==> src/rtl/precision_pkg.sv <==
// Shared types and helpers for the matrix precision datapath stages.
package precision_pkg;

    typedef enum logic [0:0] {
        IDLE  = 1'b0,
        DRAIN = 1'b1
    } ser_state_e;

    // Index width for a dimension of size n; never narrower than one bit.
    function automatic int idx_w(input int n);
        if (n <= 1) return 1;
        return $clog2(n);
    endfunction

endpackage

==> src/rtl/matrix_hold_buffer.sv <==
// R x C register bank: whole-matrix load on load, single-element read by (row, col).
module matrix_hold_buffer
    import precision_pkg::*;
#(
    parameter int BITS = 16,
    parameter int R    = 2,
    parameter int C    = 2,
    localparam int RW  = idx_w(R),
    localparam int CW  = idx_w(C)
) (
    input  logic            clk,
    input  logic            rst_n,
    input  logic            load,
    input  logic [BITS-1:0] d [R][C],
    input  logic [RW-1:0]   rd_row,
    input  logic [CW-1:0]   rd_col,
    output logic [BITS-1:0] rd_data
);

    logic [BITS-1:0] mem_q [R][C];
    logic [BITS-1:0] mem_d [R][C];

    always_comb begin
        mem_d = mem_q;
        if (load) mem_d = d;
    end

    always_ff @(posedge clk or negedge rst_n) begin
        if (!rst_n) mem_q <= '{default: '0};
        else        mem_q <= mem_d;
    end

    // Compare-based mux keeps out-of-range indices (non power-of-two R/C) at zero.
    always_comb begin
        rd_data = '0;
        for (int r = 0; r < R; r++) begin
            for (int c = 0; c < C; c++) begin
                if (rd_row == RW'(r) && rd_col == CW'(c)) rd_data = mem_q[r][c];
            end
        end
    end

endmodule

==> src/rtl/matrix_serializer.sv <==
// Captures an R x C matrix on a valid strobe and streams it out row-major over valid/ready.
// Define MATRIX_SERIALIZER_PEND_EN to add a second (pending) matrix buffer.
//
// state | meaning
// IDLE  | nothing held, waiting for in_valid
// DRAIN | active matrix presented element by element on out_*
module matrix_serializer
    import precision_pkg::*;
#(
    parameter int BITS      = 16,
    parameter     PRECISION = "HALF",
    parameter int R         = 2,
    parameter int C         = 2,
    localparam int RW       = idx_w(R),
    localparam int CW       = idx_w(C)
) (
    input  logic            clk,
    input  logic            rst_n,
    input  logic            in_valid,
    input  logic [BITS-1:0] m_in [R][C],
    output logic            in_ready,
    output logic            out_valid,
    input  logic            out_ready,
    output logic [BITS-1:0] out_data,
    output logic [RW-1:0]   out_row,
    output logic [CW-1:0]   out_col,
    output logic            out_last,
    output logic            overflow
);

    if (R < 1 || C < 1 || BITS < 1 || PRECISION == 0) begin : g_bad_params
        $error("matrix_serializer: invalid parameters");
    end

    ser_state_e      state_q, state_d;
    logic [RW-1:0]   row_q, row_d;
    logic [CW-1:0]   col_q, col_d;
    logic            overflow_q, overflow_d;
    logic            last_elem, xfer, final_xfer, more;
    logic [BITS-1:0] rd_act;

`ifdef MATRIX_SERIALIZER_PEND_EN
    logic            pend_valid_q, pend_valid_d;
    logic            act_sel_q, act_sel_d;
    logic            ld_cur, ld_oth;
    logic            load0, load1;
    logic [BITS-1:0] rd0, rd1;

    // Ping-pong pair: act_sel_q names the buffer being drained, the other one is pending.
    always_comb begin
        pend_valid_d = pend_valid_q;
        act_sel_d    = act_sel_q;
        ld_cur       = 1'b0;
        ld_oth       = 1'b0;
        if (state_q == IDLE) begin
            ld_cur = in_valid;
        end else if (final_xfer) begin
            ld_cur = in_valid;
            if (pend_valid_q) begin
                act_sel_d    = !act_sel_q;
                pend_valid_d = in_valid;
            end
        end else if (in_valid && !pend_valid_q) begin
            ld_oth       = 1'b1;
            pend_valid_d = 1'b1;
        end
        load0 = (ld_cur && !act_sel_q) || (ld_oth && act_sel_q);
        load1 = (ld_cur && act_sel_q) || (ld_oth && !act_sel_q);
    end

    always_ff @(posedge clk or negedge rst_n) begin
        if (!rst_n) begin
            pend_valid_q <= 1'b0;
            act_sel_q    <= 1'b0;
        end else begin
            pend_valid_q <= pend_valid_d;
            act_sel_q    <= act_sel_d;
        end
    end

    matrix_hold_buffer #(.BITS(BITS), .R(R), .C(C)) u_buf0 (
        .clk(clk), .rst_n(rst_n), .load(load0), .d(m_in),
        .rd_row(row_q), .rd_col(col_q), .rd_data(rd0)
    );

    matrix_hold_buffer #(.BITS(BITS), .R(R), .C(C)) u_buf1 (
        .clk(clk), .rst_n(rst_n), .load(load1), .d(m_in),
        .rd_row(row_q), .rd_col(col_q), .rd_data(rd1)
    );

    assign rd_act   = act_sel_q ? rd1 : rd0;
    assign in_ready = !pend_valid_q || final_xfer;
    assign more     = in_valid || pend_valid_q;
`else
    logic load_act;

    assign load_act = in_valid && in_ready;

    matrix_hold_buffer #(.BITS(BITS), .R(R), .C(C)) u_buf0 (
        .clk(clk), .rst_n(rst_n), .load(load_act), .d(m_in),
        .rd_row(row_q), .rd_col(col_q), .rd_data(rd_act)
    );

    assign in_ready = (state_q == IDLE) || final_xfer;
    assign more     = in_valid;
`endif

    always_comb begin
        last_elem  = (row_q == RW'(R - 1)) && (col_q == CW'(C - 1));
        out_valid  = (state_q == DRAIN);
        out_last   = out_valid && last_elem;
        xfer       = out_valid && out_ready;
        final_xfer = xfer && last_elem;
        out_data   = out_valid ? rd_act : '0;
        out_row    = row_q;
        out_col    = col_q;
        overflow   = overflow_q;
    end

    always_comb begin
        state_d    = state_q;
        row_d      = row_q;
        col_d      = col_q;
        overflow_d = overflow_q | (in_valid && !in_ready);
        case (state_q)
            IDLE: begin
                if (in_valid) state_d = DRAIN;
            end
            DRAIN: begin
                if (xfer) begin
                    if (last_elem) begin
                        row_d   = '0;
                        col_d   = '0;
                        state_d = more ? DRAIN : IDLE;
                    end else if (col_q == CW'(C - 1)) begin
                        col_d = '0;
                        row_d = row_q + 1'b1;
                    end else begin
                        col_d = col_q + 1'b1;
                    end
                end
            end
            default: state_d = IDLE;
        endcase
    end

    always_ff @(posedge clk or negedge rst_n) begin
        if (!rst_n) begin
            state_q    <= IDLE;
            row_q      <= '0;
            col_q      <= '0;
            overflow_q <= 1'b0;
        end else begin
            state_q    <= state_d;
            row_q      <= row_d;
            col_q      <= col_d;
            overflow_q <= overflow_d;
        end
    end

endmodule

==> config.mk <==
export PLATFORM = sky130hd
export DESIGN_NAME = matrix_serializer
export DESIGN_NICKNAME = d
export VERILOG_FILES = /design/src/rtl/precision_pkg.sv /design/src/rtl/matrix_hold_buffer.sv /design/src/rtl/matrix_serializer.sv
export SDC_FILE = /design/constraint.sdc
export NUM_CORES = 1
export LEC_CHECK = 0
export CORE_MARGIN = 3
export CORE_UTILIZATION = 43
export CTS_CLUSTER_DIAMETER = 30
export DETAILED_ROUTE_END_ITERATION = 10
export PLACE_DENSITY = 0.77
export SYNTH_ARGS = -nofsm -noshare
export SYNTH_HDL_FRONTEND = slang
export SYNTH_HIERARCHICAL = 1
export SYNTH_SLANG_ARGS = --single-unit
==> constraint.sdc <==
create_clock -name clk -period 1.93 [get_ports clk]
set_clock_uncertainty 0.1 [all_clocks]
set_input_delay 0.579 -clock clk [delete_from_list [all_inputs] [get_ports clk]]
set_output_delay 0.579 -clock clk [all_outputs]
set_load 0.005 [all_outputs]
==> results.py, run 1 <==
metrics = {
    "routing": {
        "ant_nets": 0,
        "via_count": 2136,
        "wl_per_cell_um": 20.66,
        "dr.pass1.iters": 4,
        "drcViolationCount": 0,
        "drtIter0Drc": 97,
        "wirelength_um": 8636,
        "vias_per_cell": 5.110,
    },
    "placed_design": {
        "dp.cells": 372,
        "dpl.hpwl_um": 4597,
        "pre_cts_slack_ns": -0.5074,
        "placed_cell_area_sq_um": 4183,
        "portBuffers": 89,
        "place_congestion": 0.7158,
    },
    "clock_tree": {
        "clk_path_buf_depth": 2,
        "clock_sinks": 68,
        "ctsHoldBuffers": 0,
        "cts_buffers": 9,
        "clkTransAtPathRegs_ns": 0.07,
        "h-tree-depth": 3,
        "cts_tree": "yes",
        "clk_latency_ns": 0.33,
        "root_buffer": "clkbuf_8",
    },
    "global_routing": {
        "antenna_found_initial": 0,
        "grt_overflow": 0,
        "grt_max_degree": 69,
        "grt_pass1_vias": 2374,
        "groute.usage.overall": 0.2137,
        "grt_pass1_wl_um": 13390,
    },
    "synth": {
        "synthCells": 187,
        "yosysUniqueCellTypes": 17,
        "synth-seq-cells": 68,
        "synth_seq_area_share": 0.5546,
        "syn_area_per_cell_sq_um": 16.41,
        "netlist_area_sq_um": 3068,
        "syn_nets": 255,
        "yosysWarnings": 6,
    },
    "sta": {
        "worst_pin_slew_ns": 0.3609,
        "period_minus_slack_ns": 2.479,
        "finalSetupViolations": 84,
        "min_period_over_period": 1.284,
        "final.setup.worst_slack_ns": -0.5489,
        "rsz0062_at_grt": "yes",
        "slew-limit-headroom": 0.7594,
        "max_freq_mhz": 403.4,
        "slew_violations": 0,
        "hold_viol": 0,
    },
    "critical_path": {
        "worstPathArrival_ns": 1.80,
        "critPathCaptureType": "output pin",
        "path_class": "reg2out",
        "startpoint_type": "flip-flop",
        "cp.required_ns": 1.25,
        "crit_fanout": 6,
    },
    "final_layout": {
        "fin_util": 0.7373,
        "post-route-cell-area_sq_um": 5065,
        "stdcell_count": 418,
        "drive_gt1_frac": 0.5404,
        "n_fill_cell": 465,
        "diodes": 0,
        "layout_common_cells": "dfrtp_1 (67), clkdlybuf4s50_1 (66), mux2_4 (64)",
        "area_growth_pct": 65.09,
        "nNetsFinal": 386,
        "final_common_cell": "dfrtp_1",
    },
    "job": {
        "maxCapViolCount": 0,
    },
    "power": {
        "finalPower_mw": 8.506,
        "power_density_nw_per_um2": 1679,
        "vdd_drop_max_v": 0.0007610,
        "leakage_nw": 2.244,
    },
    "floorplanning": {
        "start_util": 0.4466,
        "die_area_sq_um": 8184,
        "die_width_um": 90.47,
        "rows": 30,
        "io-pin-count": 90,
        "die_height_um": 90.47,
        "core_region_area_sq_um": 6869,
    },
    "run_status": {
        "status": "finished with violations",
        "violations": "setup timing",
    },
    "worst_hold_path": {
        "hold_path_class": "in2async",
    },
}
==> power breakdown <==
| part | leakage, nW | internal [mW] | total, mW | switching, mW |
|---|---|---|---|---|
| combinational | 1.36 | 3.44 | 4.87 | 1.43 |
| sequential | 0.799 | 2.15 | 2.61 | 0.457 |
| clock | 0.0893 | 0.527 | 1.03 | 0.502 |
==> critical path: stages (launching register included) <==
cell and delay (ns):
dfrtp_2 0.44, buf_12 0.14, buf_4 0.11, mux4_2 0.50, and2_4 0.16, buf_2 0.12
==> metal layers <==
metal / share of wire / GRT usage / vias to the layer above
met3: 0.042 / 0.03583 / 13
met5: 0 / 0 / -
met4: 0.017 / 0.08163 / 0
met2: 0.53 / 0.3545 / 70
li1: - / - / 945
met1: 0.41 / 0.2813 / 1108
==> state kept, by name, indices dropped and copies added, names as in the netlist <==
register,count
out_col,1
out_row,1
out_valid,1
overflow,1
u_buf0/mem_q,64
==> metrics by stage <==
step           hold WS [ns]  setup TNS, ns
6_report             0.1631         -21.53
5_1_grt              0.1838         -27.09
4_1_cts              0.1660         -15.25
3_5_place_dp         0.3652         -35.96
3_3_place_gp         0.3655         -35.33
2_1_floorplan        0.1834        -0.6099
==> cell usage after synthesis <==
| library cell | count | area [sq um] |
|---|---|---|
| a21boi_0 | 1 | 7.510 |
| a21o_2 | 1 | 8.760 |
| a31o_1 | 1 | 8.760 |
| and2_1 | 16 | 100.1 |
| and3_2 | 1 | 7.510 |
| buf_12 | 1 | 20.02 |
| buf_2 | 10 | 50.05 |
| buf_6 | 1 | 11.26 |
| clkbuf_2 | 1 | 5.000 |
| dfrtp_1 | 68 | 1702 |
| mux2_2 | 64 | 720.7 |
| mux4_1 | 7 | 183.9 |
| mux4_2 | 9 | 202.7 |
| nand2_1 | 2 | 7.510 |
| nand3_1 | 1 | 5.000 |
| nand3_2 | 1 | 10.01 |
| xnor2_1 | 2 | 17.52 |
==> path summary, 6_finish.rpt <==
kind	startpoint	endpoint	slack, ns	cells after the start
max	out_col$_DFFE_PN0P_	out_data[6]	-0.55	5
min	rst_n	out_valid$_DFF_PN0_	0.16	2
max reg2reg	out_row$_DFFE_PN0P_	u_buf0/mem_q[29]$_DFFE_PN0P_	-0.23	11
min reg2reg	overflow$_DFF_PN0_	overflow$_DFF_PN0_	0.38	1
max in group asynchronous	rst_n	out_col$_DFFE_PN0P_	1.28	2
min in group clk	overflow$_DFF_PN0_	overflow$_DFF_PN0_	0.38	1
==> area by class of cell <==
| class | count | area [sq um] | share of cell area |
|---|---|---|---|
| Sequential cell | 68 | 1703 | 0.3362 |
| Multi-Input combinational cell | 106 | 1546 | 0.3053 |
| Timing Repair Buffer | 133 | 1526 | 0.3014 |
| Clock buffer | 13 | 158.9 | 0.03137 |
| Tap cell | 96 | 120.1 | 0.02372 |
| Clock inverter | 2 | 10.01 | 0.001976 |
==> logic make-up after synthesis <==
logic type / share of synthesized area
simple gates: 0.04242
mux: 0.3609
compound gates: 0.008159
xor+xnor: 0.005711
buf+inv: 0.02814
flops: 0.5546
==> repair_timing <==
item / CTS / global route
buffers inserted: 24 / 7
pin swaps: 8 / 4
setup endpoints to repair: 85 / 85
gates cloned: 9 / 0
endpoints found under the hold margin: 0 / 0
resized for setup: 155 / 52
(Power assumes the default switching activity.)
==> run 2, diff against run 1 <==
TNS_END_PERCENT = 50   (was unset)
==> results.py, run 2 (same netlist as run 1, synthesis figures left out) <==
metrics = {
    "worst_hold_path": {
        "hold_path_class": "in2async",
    },
    "power": {
        "power_density_nw_per_um2": 1705,
        "finalPower_mw": 8.570,
        "vdd_drop_max_v": 0.0007942,
        "p_int_mw": 6.148,
        "leakage_nw": 2.178,
        "swShare": 0.2826,
        "pwr-share-comb": 0.578,
        "clkPwrFrac": 0.119,
        "seq_power_share": 0.303,
        "p_sw_mw": 2.422,
    },
    "clock_tree": {
        "cts_buffers": 9,
        "clk_path_buf_depth": 2,
        "ctsHoldBuffers": 0,
        "cts_tree": "yes",
        "clock_sinks": 68,
        "root_buffer": "clkbuf_8",
        "clk_latency_ns": 0.33,
        "h-tree-depth": 3,
        "clkTransAtPathRegs_ns": 0.08,
    },
    "floorplanning": {
        "start_util": 0.4466,
        "core_region_area_sq_um": 6869,
        "io-pin-count": 90,
        "rows": 30,
        "die_height_um": 90.47,
        "die_area_sq_um": 8184,
        "die_width_um": 90.47,
    },
    "placed_design": {
        "placed_cell_area_sq_um": 4188,
        "place_congestion": 0.7348,
        "dp.cells": 371,
        "pre_cts_slack_ns": -0.5148,
        "dpl.hpwl_um": 4418,
        "portBuffers": 89,
    },
    "sta": {
        "period_minus_slack_ns": 2.465,
        "min_period_over_period": 1.277,
        "fin_tns_setup_ns": -33.20,
        "worst_pin_slew_ns": 0.3617,
        "hold_ws_ns": 0.1465,
        "slew-limit-headroom": 0.7589,
        "hold_viol": 0,
        "max_freq_mhz": 405.7,
        "finalSetupViolations": 83,
        "slew_violations": 0,
        "rsz0062_at_grt": "yes",
        "final.setup.worst_slack_ns": -0.5348,
    },
    "final_layout": {
        "top_register": "u_buf0/mem_q",
        "diodes": 0,
        "final_common_cell": "clkdlybuf4s50_1",
        "post-route-cell-area_sq_um": 5027,
        "ff_latch_area_sq_um": 1704,
        "n_fill_cell": 440,
        "multi_input_area_sq_um": 1444,
        "area_growth_pct": 63.87,
        "largest_reg_flops": 64,
        "stdcell_count": 420,
        "layout_common_cells": "clkdlybuf4s50_1 (67), dfrtp_1 (66), mux2_4 (35)",
        "nNetsFinal": 387,
        "fin_util": 0.7319,
        "drive_gt1_frac": 0.5617,
    },
    "routing": {
        "wl_per_cell_um": 19.90,
        "drcViolationCount": 0,
        "drtIter0Drc": 115,
        "dr.pass1.iters": 4,
        "vias_per_cell": 5.074,
        "via_count": 2131,
        "ant_nets": 0,
        "wirelength_um": 8358,
    },
    "critical_path": {
        "cp.required_ns": 1.25,
        "worstPathArrival_ns": 1.79,
        "r2r_slack_ns": -0.45,
        "setup.worst_path.start": "out_col$_DFFE_PN0P_",
        "reg2reg_from": "out_col$_DFFE_PN0P_",
        "worstReg2RegEnd": "u_buf0/mem_q[24]$_DFFE_PN0P_",
        "crit_end": "out_data[7]",
        "path_class": "reg2out",
        "startpoint_type": "flip-flop",
        "critPathCaptureType": "output pin",
        "crit_fanout": 4,
        "reg2reg_depth": 12,
    },
    "global_routing": {
        "grt_overflow": 0,
        "groute.usage.overall": 0.2042,
        "grt_pass1_wl_um": 12890,
        "antenna_found_initial": 0,
        "grt_max_degree": 69,
        "grt_pass1_vias": 2437,
    },
    "run_status": {
        "violations": "setup timing",
        "status": "finished with violations",
    },
    "job": {
        "maxCapViolCount": 0,
    },
}
[run 2: area by class of cell]
type / instances / share of cell area
Sequential cell: 68 / 0.3390
Tap cell: 96 / 0.02389
Clock buffer: 12 / 0.02887
Timing Repair Buffer: 134 / 0.3161
Clock inverter: 4 / 0.004978
Multi-Input combinational cell: 106 / 0.2872
[run 2: timing repair]
action / in CTS / in global routing
cloned: 8 / 3
resized for setup: 161 / 14
pin swaps: 10 / 4
setup buffers: 21 / 2
setup endpoints to repair: 85 / 84
[run 2: power by group through the flow]
| stage | Combinational (mW) | Sequential (mW) | Clock, mW |
|---|---|---|---|
| after CTS | 4.69 | 2.56 | 1.05 |
| after global routing | 5.20 | 2.68 | 1.12 |
| after floorplan | 2.12 | 2.41 | 0 |
| after detailed placement | 3.45 | 2.53 | 0 |
| final | 4.95 | 2.60 | 1.02 |
| after global placement | 3.36 | 2.48 | 0 |
[run 2: worst max-delay path: stages (launching register included)]
cell and delay, ns:
dfrtp_2 0.46, buf_4 0.16, buf_12 0.10, mux4_2 0.49
and2_4 0.16, buf_6 0.11
[run 2: worst min path at each step]
stage | slack (ns) | to | cells after the start | startpoint
after floorplan | 0.18 | out_col$_DFFE_PN0P_ | 0 | rst_n
after global placement | 0.35 | overflow$_DFF_PN0_ | 1 | overflow$_DFF_PN0_
after detailed placement | 0.36 | overflow$_DFF_PN0_ | 1 | overflow$_DFF_PN0_
after CTS | 0.17 | out_valid$_DFF_PN0_ | 2 | rst_n
after global routing | 0.16 | out_valid$_DFF_PN0_ | 2 | rst_n
final | 0.15 | overflow$_DFF_PN0_ | 2 | rst_n
[run 2: layer usage]
metal | up-vias | share of wire | wire length, um | GRT usage
li1 | 948 | - | - | -
met1 | 1107 | 0.41 | 3430 | 0.2550
met2 | 69 | 0.54 | 4485 | 0.3527
met3 | 7 | 0.043 | 358 | 0.03833
met4 | 0 | 0.010 | 85 | 0.07526
met5 | - | 0 | 0 | 0
==> run 3, diff against run 2 <==
CTS_CLUSTER_SIZE = 24   (was unset)
MAX_ROUTING_LAYER = met4   (was unset)
==> results.py, run 3 (same netlist as run 1, synthesis figures left out) <==
metrics = {
    "run_status": {
        "status": "finished with violations",
        "violations": "setup timing",
    },
    "critical_path": {
        "timing.critical_path.buf_inv": 3,
        "cp.required_ns": 1.25,
        "cpMaxStageDelayCell": "mux4_2",
        "worstPathArrival_ns": 1.79,
        "reg2reg_depth": 12,
        "path_delay_family": "multiplexers",
        "startpoint_type": "flip-flop",
        "crit_fanout": 4,
        "cp_cell_sequence": "buf_4 > buf_12 > mux4_2 > and2_4 > buf_6",
        "setup.worst_path.start": "out_col$_DFFE_PN0P_",
        "r2r_slack_ns": -0.46,
        "worstReg2RegEnd": "u_buf0/mem_q[4]$_DFFE_PN0P_",
        "critPathCaptureType": "output pin",
        "path_class": "reg2out",
        "critPathMaxStageDelay_ns": 0.49,
        "reg2reg_from": "out_col$_DFFE_PN0P_",
    },
    "placed_design": {
        "pre_cts_slack_ns": -0.5148,
        "portBuffers": 89,
        "dp.cells": 371,
        "place_congestion": 0.7438,
        "dpl.hpwl_um": 4418,
    },
    "sta": {
        "fin_tns_setup_ns": -33.42,
        "rsz0062_at_grt": "yes",
        "hold_ws_ns": 0.1343,
        "hold_viol": 0,
        "finalSetupViolations": 83,
        "max_freq_mhz": 404.7,
        "final.setup.worst_slack_ns": -0.5407,
        "worst_pin_slew_ns": 0.3746,
        "min_period_over_period": 1.280,
        "period_minus_slack_ns": 2.471,
        "slew-limit-headroom": 0.7503,
        "slew_violations": 0,
    },
    "clock_tree": {
        "cts_tree": "yes",
        "clk_latency_ns": 0.33,
        "root_buffer": "clkbuf_8",
        "ctsHoldBuffers": 0,
        "clk_path_buf_depth": 2,
        "h-tree-depth": 3,
        "clkTransAtPathRegs_ns": 0.08,
        "clock_sinks": 68,
        "cts_buffers": 9,
    },
    "global_routing": {
        "grt_overflow": 0,
        "grt_max_degree": 69,
        "grt_pass1_wl_um": 12900,
        "groute.usage.overall": 0.2101,
        "grt_pass1_vias": 2432,
        "antenna_found_initial": 0,
    },
    "floorplanning": {
        "die_width_um": 90.47,
        "io-pin-count": 90,
        "rows": 30,
        "core_region_area_sq_um": 6869,
        "die_area_sq_um": 8184,
        "die_height_um": 90.47,
        "start_util": 0.4466,
    },
    "routing": {
        "drtIter0Drc": 135,
        "wl_per_cell_um": 19.82,
        "routed-wl-met3_um": 293,
        "drcViolationCount": 0,
        "vias_per_cell": 5.069,
        "ant_nets": 0,
        "top_layer": "met4",
        "route.met2.wl_um": 4452,
        "via_count": 2129,
        "wl_met1_um": 3494,
        "dr.pass1.iters": 4,
        "wirelength_um": 8326,
    },
    "worst_hold_path": {
        "hold_path_class": "in2async",
    },
    "power": {
        "vdd_drop_max_v": 0.0007944,
        "power_density_nw_per_um2": 1705,
        "pwr-share-comb": 0.577,
        "clkPwrFrac": 0.120,
        "seq_power_share": 0.303,
        "p_int_mw": 6.148,
        "leakage_nw": 2.178,
        "swShare": 0.2829,
        "p_sw_mw": 2.425,
    },
    "final_layout": {
        "diodes": 0,
        "stdcell_count": 420,
        "nNetsFinal": 387,
        "drive_gt1_frac": 0.5617,
        "final_common_cell": "clkdlybuf4s50_1",
        "area_growth_pct": 63.87,
        "fin_util": 0.7319,
        "layout_common_cells": "clkdlybuf4s50_1 (67), dfrtp_1 (66), mux2_4 (35)",
        "largest_reg_flops": 64,
        "top_register": "u_buf0/mem_q",
    },
    "job": {
        "maxCapViolCount": 0,
    },
}
==> run 3: repair_timing <==
action | in CTS | in global routing
gates resized for setup | 161 | 14
setup endpoints to repair | 85 | 84
pin swaps | 10 | 4
setup buffers | 21 | 2
gates cloned | 8 | 3
==> run 3: power by group through the flow <==
stage                     Clock, mW  Sequential, mW  Combinational (mW)
after global routing           1.12            2.67                5.20
after floorplan                   0            2.41                2.12
after global placement            0            2.48                3.36
after CTS                      1.05            2.56                4.69
final                          1.03            2.60                4.95
after detailed placement          0            2.53                3.45
==> run 3: layer usage <==
layer | vias up | track usage
met2 | 65 | 0.3539
met3 | 7 | 0.03667
met4 | 0 | 0.07526
met5 | - | -
li1 | 951 | -
met1 | 1106 | 0.2550
==> run 3: how the worst max path moves through the flow <==
stage                        end  depth (start not counted)  slack [ns]
floorplan           out_data[10]                          4       -0.07
global placement        in_ready                          4       -0.46
finish               out_data[7]                          5       -0.54
global route         out_data[7]                          5       -0.61
detailed placement      in_ready                          4       -0.51
CTS                 out_data[12]                          5       -0.60
==> run 3: cell type report <==
class	count	area (sq um)
clock buffer	12	145.1
sequential	68	1704
clock inverter	4	25.02
timing repair buffer	134	1589
tap	96	120.1
multi-input combinational	106	1444
fill	439	1842
==> run 3: through the flow <==
stage                     power, mW  instance area (sq um)
after CTS                     8.302                   4942
after global routing          8.988                   5027
final                         8.573                   5027
after global placement        5.844                   4188
after floorplan               4.522                   3092
after detailed placement      5.974                   4188
